[src/rtl/mips_pkg.sv]
// Shared constants for the multicycle MIPS datapath.
// Control encodings, opcodes and the immediate helper.
package mips_pkg;

    localparam int WIDTH = 32;

    localparam logic [1:0] PC_ALU    = 2'b00;
    localparam logic [1:0] PC_ALUOUT = 2'b01;
    localparam logic [1:0] PC_JUMP   = 2'b10;
    localparam logic [1:0] PC_HOLD   = 2'b11;

    localparam logic [1:0] SRCB_REG     = 2'b00;
    localparam logic [1:0] SRCB_FOUR    = 2'b01;
    localparam logic [1:0] SRCB_IMM     = 2'b10;
    localparam logic [1:0] SRCB_IMM_SH2 = 2'b11;

    localparam logic [5:0] OP_RTYPE = 6'h00;
    localparam logic [5:0] OP_LW    = 6'h23;
    localparam logic [5:0] OP_SW    = 6'h2b;
    localparam logic [5:0] OP_BEQ   = 6'h04;
    localparam logic [5:0] OP_BNE   = 6'h05;
    localparam logic [5:0] OP_J     = 6'h02;
    localparam logic [5:0] OP_ADDI  = 6'h08;

    function automatic logic [31:0] sext16(input logic [15:0] v);
        return {{16{v[15]}}, v};
    endfunction

endpackage

[src/rtl/datapath_regs_flopenr.sv]
// Enabled register with asynchronous active-low reset value.
// Used for every state element in the datapath.
module flopenr #(
    parameter int           W    = 32,
    parameter logic [W-1:0] INIT = '0
) (
    input  logic         clk,
    input  logic         rst,
    input  logic         en,
    input  logic [W-1:0] d,
    output logic [W-1:0] q
);

    // Capture d when enabled; reset forces INIT at once.
    always_ff @(posedge clk or negedge rst) begin
        if (!rst) begin
            q <= INIT;
        end else if (en) begin
            q <= d;
        end
    end

endmodule

[src/rtl/datapath_regs.sv]
// Multicycle MIPS register stage: PC, IR, MDR, A, B, ALUOut,
// operand muxes, field decode and a retired-fetch counter.
module datapath_regs #(
    parameter int          WIDTH      = 32,
    parameter logic [31:0] RESET_PC   = 32'h0000_0000,
    parameter logic [31:0] COUNT_INIT = 32'h0000_0000
) (
    input  logic             clk,
    input  logic             rst,
    input  logic             IorD,
    input  logic             IRWrite,
    input  logic             PCWrite,
    input  logic             BranchEQ,
    input  logic             BranchNE,
    input  logic [1:0]       PCSrc,
    input  logic             ALUSrcA,
    input  logic [1:0]       ALUSrcB,
    input  logic [WIDTH-1:0] mem_rdata,
    input  logic [WIDTH-1:0] alu_result,
    input  logic             alu_zero,
    input  logic [WIDTH-1:0] rf_rd1,
    input  logic [WIDTH-1:0] rf_rd2,
    output logic [WIDTH-1:0] pc,
    output logic [WIDTH-1:0] mem_addr,
    output logic [WIDTH-1:0] mem_wdata,
    output logic [WIDTH-1:0] instr,
    output logic [5:0]       opcode,
    output logic [5:0]       funct,
    output logic [4:0]       rs,
    output logic [4:0]       rt,
    output logic [4:0]       rd,
    output logic [WIDTH-1:0] imm_sext,
    output logic [WIDTH-1:0] mdr,
    output logic [WIDTH-1:0] alu_out,
    output logic [WIDTH-1:0] src_a,
    output logic [WIDTH-1:0] src_b,
    output logic [31:0]      instr_count,
    output logic             pc_misaligned
);

    import mips_pkg::*;

    logic             pc_en;
    logic [WIDTH-1:0] next_pc;
    logic [WIDTH-1:0] a_reg;
    logic [WIDTH-1:0] b_reg;
    logic [31:0]      count_next;

    assign pc_en = PCWrite
                 | (BranchEQ & alu_zero)
                 | (BranchNE & ~alu_zero);

    // Select the PC source; the jump target keeps the
    // upper nibble of the already-incremented pc.
    always_comb begin
        next_pc = pc;
        unique case (PCSrc)
            PC_ALU:    next_pc = alu_result;
            PC_ALUOUT: next_pc = alu_out;
            PC_JUMP:   next_pc = {pc[31:28], instr[25:0], 2'b00};
            PC_HOLD:   next_pc = pc;
            default:   next_pc = pc;
        endcase
    end

    flopenr #(.W(WIDTH), .INIT(RESET_PC)) u_pc (
        .clk(clk), .rst(rst), .en(pc_en),
        .d(next_pc), .q(pc)
    );

    flopenr #(.W(WIDTH)) u_ir (
        .clk(clk), .rst(rst), .en(IRWrite),
        .d(mem_rdata), .q(instr)
    );

    assign count_next = instr_count + 32'd1;

    flopenr #(.W(32), .INIT(COUNT_INIT)) u_cnt (
        .clk(clk), .rst(rst), .en(IRWrite),
        .d(count_next), .q(instr_count)
    );

    flopenr #(.W(WIDTH)) u_mdr (
        .clk(clk), .rst(rst), .en(1'b1),
        .d(mem_rdata), .q(mdr)
    );

    flopenr #(.W(WIDTH)) u_a (
        .clk(clk), .rst(rst), .en(1'b1),
        .d(rf_rd1), .q(a_reg)
    );

    flopenr #(.W(WIDTH)) u_b (
        .clk(clk), .rst(rst), .en(1'b1),
        .d(rf_rd2), .q(b_reg)
    );

    flopenr #(.W(WIDTH)) u_aluout (
        .clk(clk), .rst(rst), .en(1'b1),
        .d(alu_result), .q(alu_out)
    );

    assign opcode   = instr[31:26];
    assign rs       = instr[25:21];
    assign rt       = instr[20:16];
    assign rd       = instr[15:11];
    assign funct    = instr[5:0];
    assign imm_sext = sext16(instr[15:0]);

    assign mem_addr      = IorD ? alu_out : pc;
    assign mem_wdata     = b_reg;
    assign src_a         = ALUSrcA ? a_reg : pc;
    assign pc_misaligned = |pc[1:0];

    // Second ALU operand: register, +4, or immediate forms.
    always_comb begin
        src_b = b_reg;
        unique case (ALUSrcB)
            SRCB_REG:     src_b = b_reg;
            SRCB_FOUR:    src_b = 32'd4;
            SRCB_IMM:     src_b = imm_sext;
            SRCB_IMM_SH2: src_b = {imm_sext[29:0], 2'b00};
            default:      src_b = b_reg;
        endcase
    end

endmodule

[config.mk]
export PLATFORM = sky130hd
export DESIGN_NAME = datapath_regs
export DESIGN_NICKNAME = d
export VERILOG_FILES = /design/src/rtl/mips_pkg.sv /design/src/rtl/datapath_regs_flopenr.sv /design/src/rtl/datapath_regs.sv
export SDC_FILE = /design/constraint.sdc
export NUM_CORES = 1
export LEC_CHECK = 0
export BUFFER_PORTS_ARGS = -buffer_cell sky130_fd_sc_hd__buf_2
export CORE_AREA = 2 2 191 193
export DETAILED_ROUTE_END_ITERATION = 6
export DIE_AREA = 0 0 193 195
export GPL_ROUTABILITY_DRIVEN = 1
export PLACE_DENSITY = 0.58
export SETUP_SLACK_MARGIN = 0.3
export SYNTH_ARGS = -nofsm -noshare
export SYNTH_HDL_FRONTEND = slang
export SYNTH_SLANG_ARGS = --single-unit
[constraint.sdc]
create_clock -name clk -period 1.9 [get_ports clk]
set_input_delay 0.19 -clock clk [delete_from_list [all_inputs] [get_ports clk]]
set_output_delay 0.19 -clock clk [all_outputs]
set_load 0.01 [all_outputs]
# Word-level counts from Yosys, hierarchy flattened
# Index checks and enable logic that the tools add are counted.
# W data, S select, Z words.
totals:
  ff_bits: 224
  inputBits: 141
  out_inout_bits: 348
  word_cells: 31
classes:
  n_addsub: 1
  eq_ne: 6
  muxes: 4
  n_bitwise: 7
  n_reduce_logical: 5
ops:
  columns: ["cell", "n"]
  rows:
  - ["$pmux W32 S4", 1]
  - ["$pmux W32 S3", 1]
  - ["$mux W32", 2]
  - ["$add A32 B1 Y32 const B", 1]
  - ["$eq A2 B2 Y1 const B", 4]
  - ["$eq A2 B1 Y1 const B", 2]
  - ["$logic_not A2 Y1", 2]
  - ["$not A1 Y1", 3]
  - ["$reduce_and A3 Y1", 1]
  - ["$and A1 B1 Y1", 2]
  - ["$or A1 B1 Y1", 2]
  - ["$reduce_and A2 Y1", 1]
  - ["$reduce_or A2 Y1", 1]

# Logic depth before layout (Yosys ltp)
logic_depth:
  word_depth: 4
  mapped_depth: 8
  depth_no_buf: 6

# Hierarchy
# A second synthesis with hierarchy kept.
unflattened:
  cells_unflattened: 829
  hier_area_um2: 12495.7
by_module_without_submodules:
  columns: ["module", "instances", "cells_per_inst", "area_each_um2", "seq_area_each_um2"]
  rows:
  - ["flopenr", 7, 68, 1345.0, 800.8]
  - ["datapath_regs", 1, 353, 3080.5, 0.0]

# Worst setup path before layout
# OpenSTA, ideal clock, no wires.
synth_timing:
  path_kind: "flip-flop to output port"
  start: "reg u_ir.q[15]"
  end: "out src_b[18]"
  arrival_time_ns: 1.507
  required_ns: 1.710
  setup_slack_ns: 0.203
  stages_incl_launch_ff: 5
  path_buffers: 2
  cell_sequence: "dfrtp_1 -> and2_1 -> clkbuf_1 -> clkbuf_1 -> a21o_1"
synth_between:
  elab_chain_len: 1
synth_lines:
  columns: ["element", "line", "text"]
  rows:
  - ["from (decl)", "datapath_regs_flopenr.sv:11", "output logic [W-1:0] q"]
  - ["from (signal assigned)", "datapath_regs_flopenr.sv:17", "q <= INIT;"]
  - ["from (signal assigned)", "datapath_regs_flopenr.sv:19", "q <= d;"]
  - ["$pmux W32 S4", "datapath_regs.sv:118", "unique case (ALUSrcB)"]
  - ["to (decl)", "datapath_regs.sv:36", "output logic [WIDTH-1:0] src_b,"]
# Every way passes these cells.

# Worst setup path in the final report
layout_timing:
  start: "reg u_ir.q[15]"
  end: "out src_b[31]"
# The elaborated chain is that of the path after synthesis.

==> impl_results.md <==
- Gr usage total: between 10% and 20%
- Vias in the first global route: 8459
- Dpl hpwl: 23.9 mm
- Finish-stage setup viols: 0
- # IOs: 489
- RSZ-0062 raised after global routing: true
- CTS buffer count: 26
- Area Overhead vs Synth: 64.0%
- Largest net degree at the start of global routing: 57
- R2r setup slk: 230 ps
- FFs w/ async S/R, synth: between 90% and 100%
- Layout cells sized above 1: 56.1%
- Unique masters post-synth: 32
- Synth Net Count: 886
- Final setup skew: 6.54 ps
- Pre-CTS setup slack: 38.6 ps
- Fill cells: 3293
- Row count: 69
- Met2 routed WL: 17.6 mm
- Synth top area share: 60.2%
- Fin util: 43.1%
- Maximum fanout along the worst path: 4
- Total power: 0.0137 W
- Largest area contributor in the netlist: dfrtp_1
- Worst Max-Slew Pin Slew: ~720 ps
- Routability Congestion: 0.814
- DR vias/cell: about 4.5
- Top layer used by detailed routing: met4
- TritonCTS clock tree: done
- Clock Latency Late Sink: 520 ps
- Wl on met1: between 10 and 15 mm
- I/O Buffers: around 490
- Count leader, synth: dfrtp_1
- DRT Wirelength: 34.6 mm
- Nets: 1512
- Area of the multi-input gates: 0.00334 sq mm
- Core area: 0.0354 sq mm
- Routed wl met3: 2.40 mm
- Critical Path Start Type: flip-flop
- Max Root-Sink Buffers: 3
- First-pass GRT wire length: 50.1 mm
- Max Freq: 552 MHz
- Final hold vios: 0
- FF/Latch Area: 0.00564 sq mm
- Starting DRT DRC Count: 292
- Synth Instances: 741
- Slew HR: between 50% and 60%
- Clock transition at the registers of the reported paths: 60 ps
- Syn_area_per_cell: approximately 13 sq um
- Dominant synthesized flop cell: dfrtp_1
- VDD IR max: 0.000633 V
- Yosys synthesis warning count: 0
- Setup WS post-layout: 87.8 ps
- EDFF count, synth: 0
- Starting Density: 26.3%
- # diodes: 0
- Hold Crit Class: primary input to async pin
- Max Cap Viol: 0
- Crit path DAT: between 1500 and 2000 ps
- Die Ht: 195 um
- H-tree lvl count: 1
- Vias: roughly 8.2k
- Top post-synthesis cells by area: dfrtp_1 60%, mux2_2 13%, buf_4 4.8%
- Root buffer cell: clkbuf_16
- Gr ovfl total: 0
- Minimum clock period: 1810 ps
- Leak: between 7 and 8 nW
- List of most frequent post-synthesis cells: 224 x dfrtp_1, 109 x mux2_2, 60 x buf_4
- Setup CP Type: flip-flop to primary output
- Critical path required time: between 1500 and 2000 ps
- Fin crit share: 95.4%
- CTS Sinks: ~220
- Final hold slack: about 180 ps
- Outcome: complete, no violations
- Die area: between 0.03 and 0.04 sq mm
- Synthesized cell area: 0.00931 sq mm
- CP endpoint kind: primary output
- Reg2reg start: u_cnt.q[0]
- Slew Viols, Final: 0
- Antenna violations before repair: 0
- Seq/Total Area, Yosys: 60.2%
- Worst R2R Path Depth: 6
- Post-route ant nets: 0
- Post-synthesis register bit count: ~220
- Pwr per Cell Area: 899 mW/mm^2
- Drt pass-1 iters: 4
- Post-route setup TNS: 0 ps
- Die Wd: 193 um
- Routed wire per std cell: 18.7 um
- RR Endpoint: u_cnt.q[28]
- # DRC: 0
## flip-flops by register name, summed over array words and instances (netlist names)
| register | cells |
|---|---|
| u_b.q | 32 |
| u_a.q | 32 |
| u_ir.q | 32 |
| u_pc.q | 32 |
| u_aluout.q | 32 |
| u_cnt.q | 32 |
| u_mdr.q | 32 |
## worst max-delay path by stage
| stage | cells past startpoint | endpoint | from | slack, ps |
|---|---|---|---|---|
| floorplan | 5 | u_cnt.q[19] | u_cnt.q[10] | 250 |
| global placement | 4 | src_b[15] | ALUSrcB[0] | 110 |
| detailed placement | 4 | src_b[15] | ALUSrcB[0] | 40 |
| CTS | 4 | src_b[18] | u_ir.q[15] | 90 |
| global route | 4 | src_b[30] | u_ir.q[15] | 40 |
| finish | 4 | src_b[31] | u_ir.q[15] | 90 |
## through the flow
step,area [sq um],std cells
2_1_floorplan,9330,741
3_3_place_gp,12100,1616
3_5_place_dp,12100,1616
4_1_cts,14800,1830
5_1_grt,15300,1847
6_report,15300,1847
## cell usage in the layout (no fill, tap or decap), drive strengths merged
| cell type | netlist | layout |
|---|---|---|
| buf | 73 | 571 |
| or2 | 1 | 1 |
| a22o | 14 | 14 |
| a22oi | 26 | 26 |
| dfrtp | 224 | 224 |
| a21o | 16 | 16 |
| clkinv | 0 | 6 |
| mux2 | 109 | 109 |
| xnor2 | 16 | 16 |
| nand2 | 49 | 49 |
| nand2b | 1 | 1 |
| nor2 | 43 | 43 |
| nand4 | 10 | 10 |
| ha | 4 | 4 |
| dlygate4sd3 | 0 | 130 |
| or4 | 1 | 1 |
| nor3 | 2 | 2 |
| mux2i | 4 | 4 |
| nor4 | 8 | 8 |
| inv | 7 | 8 |
| o21ai | 28 | 28 |
| a211oi | 1 | 1 |
| nand3 | 8 | 8 |
| a21oi | 37 | 37 |
| nor3b | 1 | 1 |
| and3 | 6 | 6 |
| and4 | 6 | 6 |
| clkbuf | 30 | 39 |
| xor2 | 15 | 15 |
| and2 | 1 | 1 |
| clkinvlp | 0 | 1 |
## routing by layer
metal,GRT usage (%),vias to the layer above
li1,-,3770
met1,21.1,4073
met2,31.1,349
met3,3.40,42
met4,4.63,0
met5,0,-
## critical path, stage by stage, from the launching register on
cell and delay (ps):
dfrtp_2 450, and2_4 210, buf_6 120, a21o_1 170, buf_2 140
## cells by family after synthesis
group	count (synthesis)	share of synthesized area [%]
DFF	224	60.2
and+or+nand+nor	137	7.57
AOI/OAI and AO/OA	122	8.28
muxes	113	13.6
buffers and inverters	110	6.87
xor gates and xnor gates	31	2.92
adders and majority gates	4	0.538
## timing repair
action	4_1_cts	5_1_grt
endpoints found under the setup margin	78	106
buffers inserted	36	17
hold buffers	130	0
hold endpoints to repair	294	0
pin swaps	7	14
resized for setup	82	78
cloned	1	0
## final cells by class
type | instances | area share, %
tap | 461 | 3.78
clock buffer | 39 | 5.12
inverter | 7 | 0.172
clock inverter | 8 | 0.328
multi-input combinational | 407 | 21.9
timing repair buffer | 701 | 31.8
sequential | 224 | 36.9
## where the power goes
group | switching, W | internal (W) | total, W
clock | 0.00198 | 0.00283 | 0.00482
sequential | 0.000426 | 0.00519 | 0.00562
combinational | 0.00159 | 0.00170 | 0.00329
total | 0.00400 | 0.00972 | 0.0137
Note: power is estimated with default switching activity, not from simulation.
